**src/rtl/tail_light_pkg.sv**
```systemverilog
// rtl/tail_light_pkg.sv - shared states, lamp patterns and pattern helper for the tail-light controller
package tail_light_pkg;

    typedef enum logic [3:0] {
        ST_IDLE    = 4'd0,
        ST_L1      = 4'd1,
        ST_L2      = 4'd2,
        ST_L3      = 4'd3,
        ST_R1      = 4'd4,
        ST_R2      = 4'd5,
        ST_R3      = 4'd6,
        ST_HAZ_ON  = 4'd7,
        ST_HAZ_OFF = 4'd8
    } tl_state_e;

    localparam logic [2:0] LAMP_OFF = 3'b000;
    localparam logic [2:0] LAMP_1   = 3'b001;
    localparam logic [2:0] LAMP_2   = 3'b011;
    localparam logic [2:0] LAMP_ALL = 3'b111;

    // Sweep pattern shown by the bank that owns a turn state.
    function automatic logic [2:0] sweep_lamp(input tl_state_e st);
        logic [2:0] lamp;
        lamp = LAMP_OFF;
        case (st)
            ST_L1, ST_R1: lamp = LAMP_1;
            ST_L2, ST_R2: lamp = LAMP_2;
            ST_L3, ST_R3: lamp = LAMP_ALL;
            default:      lamp = LAMP_OFF;
        endcase
        return lamp;
    endfunction

endpackage

```
**src/rtl/tail_light_tick.sv**
```systemverilog
// rtl/tail_light_tick.sv - free-running prescaler producing a one-clock tick every TICK_DIV clocks
module tail_light_tick #(
    parameter int TICK_DIV = 5_000_000
) (
    input  logic clk,
    input  logic reset,
    output logic tick
);

    localparam int W = (TICK_DIV > 1) ? $clog2(TICK_DIV) : 1;
    localparam logic [W-1:0] LAST = W'(TICK_DIV - 1);

    logic [W-1:0] count;

    always_ff @(posedge clk) begin
        if (reset) begin
            count <= '0;
        end else if (count == LAST) begin
            count <= '0;
        end else begin
            count <= count + W'(1);
        end
    end

    assign tick = (count == LAST);

endmodule

```
**src/rtl/tail_light_ctrl.sv**
```systemverilog
// rtl/tail_light_ctrl.sv - turn/hazard/brake arbiter and lamp sequencer for two 3-lamp tail-light banks
module tail_light_ctrl
    import tail_light_pkg::*;
#(
    parameter int TICK_DIV = 5_000_000
) (
    input  logic       clk,
    input  logic       reset,
    input  logic       left,
    input  logic       right,
    input  logic       hazard,
    input  logic       brake,
    output logic [2:0] light_l,
    output logic [2:0] light_r,
    output logic       active
);

    logic      tick;
    tl_state_e state;
    tl_state_e state_next;
    tl_state_e decided;
    logic [2:0] light_l_next;
    logic [2:0] light_r_next;

    tail_light_tick #(.TICK_DIV(TICK_DIV)) u_tick (
        .clk   (clk),
        .reset (reset),
        .tick  (tick)
    );

    always_ff @(posedge clk) begin
        if (reset) begin
            state   <= ST_IDLE;
            light_l <= LAMP_OFF;
            light_r <= LAMP_OFF;
            active  <= 1'b0;
        end else begin
            state   <= state_next;
            light_l <= light_l_next;
            light_r <= light_r_next;
            active  <= (state_next != ST_IDLE);
        end
    end

    // Arbitration from a resting state; both turn switches together count as hazard.
    always_comb begin
        decided = ST_IDLE;
        if (hazard || (left && right)) begin
            decided = ST_HAZ_ON;
        end else if (left) begin
            decided = ST_L1;
        end else if (right) begin
            decided = ST_R1;
        end
    end

    always_comb begin
        state_next = state;
        if (tick) begin
            case (state)
                ST_IDLE, ST_HAZ_OFF: state_next = decided;
                ST_L1:      state_next = hazard ? ST_HAZ_ON : ST_L2;
                ST_L2:      state_next = hazard ? ST_HAZ_ON : ST_L3;
                ST_L3:      state_next = hazard ? ST_HAZ_ON : ST_IDLE;
                ST_R1:      state_next = hazard ? ST_HAZ_ON : ST_R2;
                ST_R2:      state_next = hazard ? ST_HAZ_ON : ST_R3;
                ST_R3:      state_next = hazard ? ST_HAZ_ON : ST_IDLE;
                ST_HAZ_ON:  state_next = ST_HAZ_OFF;
                default:    state_next = ST_IDLE;
            endcase
        end
    end

    // Lamps follow the upcoming state so they move on the same edge as the FSM.
    always_comb begin
        light_l_next = brake ? LAMP_ALL : LAMP_OFF;
        light_r_next = brake ? LAMP_ALL : LAMP_OFF;
        case (state_next)
            ST_L1, ST_L2, ST_L3: light_l_next = sweep_lamp(state_next);
            ST_R1, ST_R2, ST_R3: light_r_next = sweep_lamp(state_next);
            ST_HAZ_ON: begin
                light_l_next = LAMP_ALL;
                light_r_next = LAMP_ALL;
            end
            ST_HAZ_OFF: begin
                light_l_next = LAMP_OFF;
                light_r_next = LAMP_OFF;
            end
            default: ;
        endcase
    end

endmodule

```
**config.mk**
```make
export PLATFORM = sky130hd
export DESIGN_NAME = tail_light_ctrl
export DESIGN_NICKNAME = d
export VERILOG_FILES = /design/src/rtl/tail_light_pkg.sv /design/src/rtl/tail_light_tick.sv /design/src/rtl/tail_light_ctrl.sv
export SDC_FILE = /design/constraint.sdc
export NUM_CORES = 1
export LEC_CHECK = 0
export CAP_MARGIN = 5
export CORE_ASPECT_RATIO = 1.5
export CORE_UTILIZATION = 60
export DETAILED_ROUTE_END_ITERATION = 8
export HOLD_SLACK_MARGIN = 0.15
export PLACE_DENSITY = 0.86
export SYNTH_ARGS = -nofsm -noshare
export SYNTH_HDL_FRONTEND = slang
export SYNTH_SLANG_ARGS = --single-unit
export TNS_END_PERCENT = 100
```
**constraint.sdc**
```tcl
create_clock -name clk -period 7.2 [get_ports clk]
set_clock_uncertainty 0.15 [all_clocks]
set_input_delay 1.44 -clock clk [delete_from_list [all_inputs] [get_ports clk]]
set_output_delay 1.44 -clock clk [all_outputs]
set_load 0.05 [all_outputs]
```
==> impl_metrics.tcl, run 1 <==
set metrics [dict create \
    synth.most_common_cell "dfxtp_1" \
    pwr-share-clk_pct 45.7 \
    yosysWarnings 0 \
    fmax_ghz 0.292 \
    cts_buffer_depth 2 \
    core_um2 2480 \
    clock-sinks 34 \
    switching_share_pct 19.9 \
    pwr-share-seq_pct 48.6 \
    grt_max_degree 24 \
    grt_overflow 0 \
    synth_cells 183 \
    final.setup.tns_ns 0 \
    cts_resized 0 \
    worstPathRequired_ns 7.31 \
    fin_area_um2 1820 \
    clk_pin_slew_ns 0.10 \
    clock_latency_ns 0.34 \
    dieArea_um2 2850 \
    fp-row-count 22 \
    synth_nets 190 \
    cts_root_buffer "clkbuf_4" \
    first_pass_iters 4 \
    die_w_um 43.9 \
    r2r_cells 8 \
    ys_ff_latch 34 \
    drv_cap 0 \
    final_net_count 203 \
    synth_top_area_cell "dfxtp_1" \
    hold_start "u_tick.count[0]" \
    start_util_pct 63.8 \
    antenna_found_initial 0 \
    via_per_inst 5.81 \
    r2r-end "light_l[2]" \
    internal_power_mw 0.318 \
    ys.flop_type "dfxtp_1" \
    crit_start "left" \
    min_period_over_period_pct 47.5 \
    drtAntennaViolNets 0 \
    synth_edf_count 0 \
    dp_hpwl_um 2310 \
    hold_violations 0 \
    crit_path_start_kind "input port" \
    grt_pass1_vias 1275 \
    wirelength_um 2980 \
    final_layout_size_suffix_gt1_share_pct 8.12 \
    min_path_type "reg -> reg" \
    synth_async_sr_flop_share_pct 0 \
    criticalPathCategory "in -> reg" \
    setup_viol 0 \
    synth.yosys.seq_area_share_pct 43.0 \
    switchingPower_mw 0.0791 \
    wl_per_cell_um 13.5 \
    finalPower_mw 0.397 \
    antennaDiodeCount 0 \
    worstReg2RegStart "u_tick.count[0]" \
    status "complete, no violations" \
    p_leak_nw 0.670 \
    grt_pass1_wl_um 5080 \
    place_area_um2 1710 \
    h-tree-depth 2 \
    crit_fanout 8 \
    cts_tree "built" \
    synth.top_cells.by_count "34 x dfxtp_1, 32 x nor2_1, 12 x nand3_1" \
    vias 1285 \
    cts_buffers 5 \
    io_buffers 12 \
    ctsHoldBuffers 0 \
    synth_top_area_share_pct 43.0 \
    die_h_um 64.9 \
    synth_area_per_cell_um2 8.64 \
    grt_usage_pct 24.4 \
    power_density_nw_per_um2 218 \
    endpoint_kind "flop" \
    fin_crit_ns 3.42 \
    slew_violations 0 \
    netlist_area_um2 1580 \
    drt_iter0_drc 11 \
    synthTopCellsByArea "dfxtp_1 43%, nor2_1 7.6%, xor2_1 5.5%, xnor2_1 4.4%, nand3_1 3.8%" \
    ys_types 39 \
    areaGrowthSynthToFinish_pct 14.9 \
    gp_congestion 0.747 \
    cp.arrival_ns 3.53 \
    rsz0062_at_grt "no" \
    rrSetupSlack_ns 4.24 \
    ir_worst_vdd_mv 0.249 \
    postCtsSetupRepairBufs 0 \
    power_frac_comb_pct 5.7 \
    crit_end "light_l[2]" \
    num_io_pins 13 \
    tightest_slew_ns 0.658 \
    slew_headroom_pct 54.9 \
    drc 0 \
]
[cell usage in the layout (no fill, tap or decap), drive strengths merged, types with 5 or more instances in the layout]
cell type,instances
xnor2,8
clkbuf,6
or3,6
o21ai,8
dfxtp,34
inv,7
nand3,12
a21oi,9
xor2,10
nor2,33
clkdlybuf4s50,12
nand2,5
and3,7
[power by group through the flow]
stage               registers [mW]  clock network [mW]  logic (mW)
detailed placement           0.197                   0      0.0228
global route                 0.193               0.192      0.0245
CTS                          0.193               0.185      0.0228
floorplan                    0.203                   0     0.00830
global placement             0.197                   0      0.0221
finish                       0.193               0.181      0.0226
[cells by family after synthesis]
| kind of cell | count (synthesis) | synth area share (%) |
|---|---|---|
| multiplexers | 7 | 4.90 |
| AND/OR/NAND/NOR | 81 | 27.0 |
| flip-flops | 34 | 43.0 |
| buffers and inverters | 13 | 3.32 |
| adder cells (fa/ha/maj) | 1 | 0.791 |
| AO/OA/AOI/OAI | 29 | 11.0 |
| XOR/XNOR | 18 | 9.97 |
[how the worst min path moves through the flow]
stage,cells past startpoint,to,slack [ns]
2_1_floorplan,1,u_tick.count[0],0.28
3_3_place_gp,1,u_tick.count[0],0.29
3_5_place_dp,1,u_tick.count[0],0.31
4_1_cts,1,u_tick.count[0],0.33
5_1_grt,1,u_tick.count[0],0.36
6_report,1,u_tick.count[0],0.32
[cell type report]
class                      instances  area (um^2)
multi-input combinational        136          848
inverter                           7         26.3
fill                             186          661
sequential                        34          681
tap                               24         30.0
timing repair buffer              12          120
clock inverter                     2         60.1
clock buffer                       6         51.3
[sequential cells by signal (all words and copies together) (netlist names)]
| name | count |
|---|---|
| light_l | 3 |
| u_tick.count | 23 |
| active | 1 |
| light_r | 3 |
| state | 4 |
[critical path, cell delays in order]
cell and delay [ns]:
clkdlybuf4s50_1 0.47, nor3_1 0.04, a211oi_1 0.23, o221ai_1 0.15
mux2i_1 0.53, nor2_2 0.14, or3_1 0.33, a31oi_1 0.19
[metrics by stage]
stage	hold WS, ns	cells	util [%]	worst slack (ns)
final	0.320	221	73.3	3.78
after global routing	0.363	221	73.3	3.60
after CTS	0.329	221	73.3	3.78
after detailed placement	0.305	213	68.8	3.43
after global placement	0.288	213	68.8	3.59
after floorplan	0.276	183	-	4.20
[metal layers]
metal  global-route usage (%)  routed length [um]  vias to the layer above  share of wire (%)
met5                        0                   0                        -                  0
met4                     12.5                  57                        0                1.9
met3                     7.52                  77                        4                2.6
met2                     48.1                1730                       14                 58
met1                     20.2                1110                      598                 37
li1                         -                   -                      669                  -
Power figures use the tool's default switching activity.
==> run 2: changes to the inputs <==
--- a/config.mk
+++ b/config.mk
@@ -7,10 +7,10 @@
 export LEC_CHECK = 0
 export CAP_MARGIN = 5
 export CORE_ASPECT_RATIO = 1.5
-export CORE_UTILIZATION = 60
+export CORE_UTILIZATION = 56
 export DETAILED_ROUTE_END_ITERATION = 8
 export HOLD_SLACK_MARGIN = 0.15
-export PLACE_DENSITY = 0.86
+export PLACE_DENSITY = 0.81
 export SYNTH_ARGS = -nofsm -noshare
 export SYNTH_HDL_FRONTEND = slang
 export SYNTH_SLANG_ARGS = --single-unit
==> constraint.sdc (replaced) <==
create_clock -name clk -period 3.2 [get_ports clk]
set_clock_uncertainty 0.15 [all_clocks]
set_input_delay 0.64 -clock clk [delete_from_list [all_inputs] [get_ports clk]]
set_output_delay 0.64 -clock clk [all_outputs]
set_load 0.05 [all_outputs]
==> impl_metrics.tcl, run 2 (same netlist as run 1, synthesis figures left out) <==
set metrics [dict create \
    status "complete, no violations" \
    place_area_um2 1740 \
    dieArea_um2 3040 \
    via_per_inst 5.68 \
    core_um2 2680 \
    vias 1341 \
    clk_pin_slew_ns 0.07 \
    final_common_cell "dfxtp_1" \
    gp_congestion 0.735 \
    cts_buffer_depth 2 \
    clock_latency_ns 0.28 \
    h-tree-depth 2 \
    cts_tree "built" \
    antenna_found_initial 0 \
    largestRegisters "u_tick.count x23, state x4" \
    slew_violations 0 \
    grt_pass1_wl_um 5730 \
    antennaDiodeCount 0 \
    drtAntennaViolNets 0 \
    drt_iter0_drc 29 \
    die_w_um 45.4 \
    wirelength_um 3310 \
    drc 0 \
    fin_area_um2 1850 \
    tightest_slew_ns 0.550 \
    cts_buffers 5 \
    setup_viol 0 \
    ctsHoldBuffers 0 \
    fmax_ghz 0.368 \
    dp_hpwl_um 2330 \
    p_leak_nw 0.679 \
    io_buffers 12 \
    min_path_type "reg -> reg" \
    endpoint_kind "flop" \
    first_pass_iters 4 \
    final_cell_mix "34 x dfxtp_1, 32 x nor2_1, 12 x nand3_1, 12 x clkdlybuf4s50_1, 10 x xor2_1" \
    regMostFlops "u_tick.count" \
    grt_usage_pct 26.0 \
    drv_cap 0 \
    ir_worst_vdd_mv 0.366 \
    finalPower_mw 0.870 \
    final_layout_size_suffix_gt1_share_pct 9.05 \
    fillers 216 \
    cts_root_buffer "clkbuf_8" \
    final.setup.tns_ns 0 \
    slew_headroom_pct 62.3 \
    postCtsSetupRepairBufs 0 \
    crit_path_start_kind "flop" \
    areaGrowthSynthToFinish_pct 16.7 \
    crit_fanout 8 \
    clock-sinks 34 \
    power_density_nw_per_um2 471 \
    largest_reg_flops 23 \
    fp-row-count 23 \
    worstPathRequired_ns 3.23 \
    die_h_um 67.1 \
    grt_overflow 0 \
    min_period_over_period_pct 84.9 \
    cp.arrival_ns 2.75 \
    grt_pass1_vias 1369 \
    grt_max_degree 24 \
    start_util_pct 59.1 \
    wl_per_cell_um 14.0 \
    whs_path_depth 1 \
    hold_violations 0 \
    final_net_count 205 \
    cts_resized 0 \
    fin_crit_ns 2.72 \
    num_io_pins 13 \
    rsz0062_at_grt "no" \
    criticalPathCategory "reg -> reg" \
    r2r_cells 8 \
]
==> run 2: final timing paths <==
check	start	endpoint	slack, ns
worst max-delay path	u_tick.count[0]	light_l[1]	0.48
worst min-delay path	u_tick.count[0]	u_tick.count[0]	0.33
worst max register to register	u_tick.count[0]	light_l[1]	0.48
worst min register to register	u_tick.count[0]	u_tick.count[0]	0.33
==> run 2: power breakdown <==
part | switching (mW) | internal [mW] | total, mW
sequential | 0.00430 | 0.430 | 0.435
combinational | 0.0316 | 0.0205 | 0.0520
clock | 0.154 | 0.229 | 0.383
total | 0.190 | 0.680 | 0.870
==> run 2: metrics by stage <==
stage / worst slack (ns) / std cells / hold slack [ns] / util (%)
after CTS: 0.505 / 236 / 0.332 / 69.0
final: 0.485 / 236 / 0.329 / 69.0
after global routing: 0.296 / 236 / 0.345 / 69.0
after global placement: 0.583 / 228 / 0.289 / 64.9
after detailed placement: 0.523 / 228 / 0.305 / 64.9
after floorplan: 0.621 / 183 / 0.276 / -
==> run 2: routing by layer <==
metal / track usage (%) / part of all wire (%) / vias up
met2: 47.0 / 57 / 26
met1: 24.6 / 37 / 635
met4: 13.6 / 3.1 / 0
met5: 0 / 0 / -
li1: - / - / 668
met3: 8.40 / 3.2 / 12
==> run 2: area by class of cell <==
cell class | count | area [um^2] | share of cell area [%]
clock buffer | 5 | 68.8 | 3.73
inverter | 7 | 26.3 | 1.42
tap | 37 | 46.3 | 2.51
timing repair buffer | 14 | 135 | 7.32
sequential | 34 | 681 | 36.9
multi-input combinational | 136 | 848 | 46.0
clock inverter | 3 | 40.0 | 2.17
==> run 2: critical path, stage by stage (launching register included) <==
cell and delay (ns):
dfxtp_1 0.39, ha_1 0.24, and3_1 0.23, nand3_1 0.19, nor4_4 0.48, mux2_2 0.43, o31ai_1 0.25, a21oi_1 0.11
and3_1 0.16
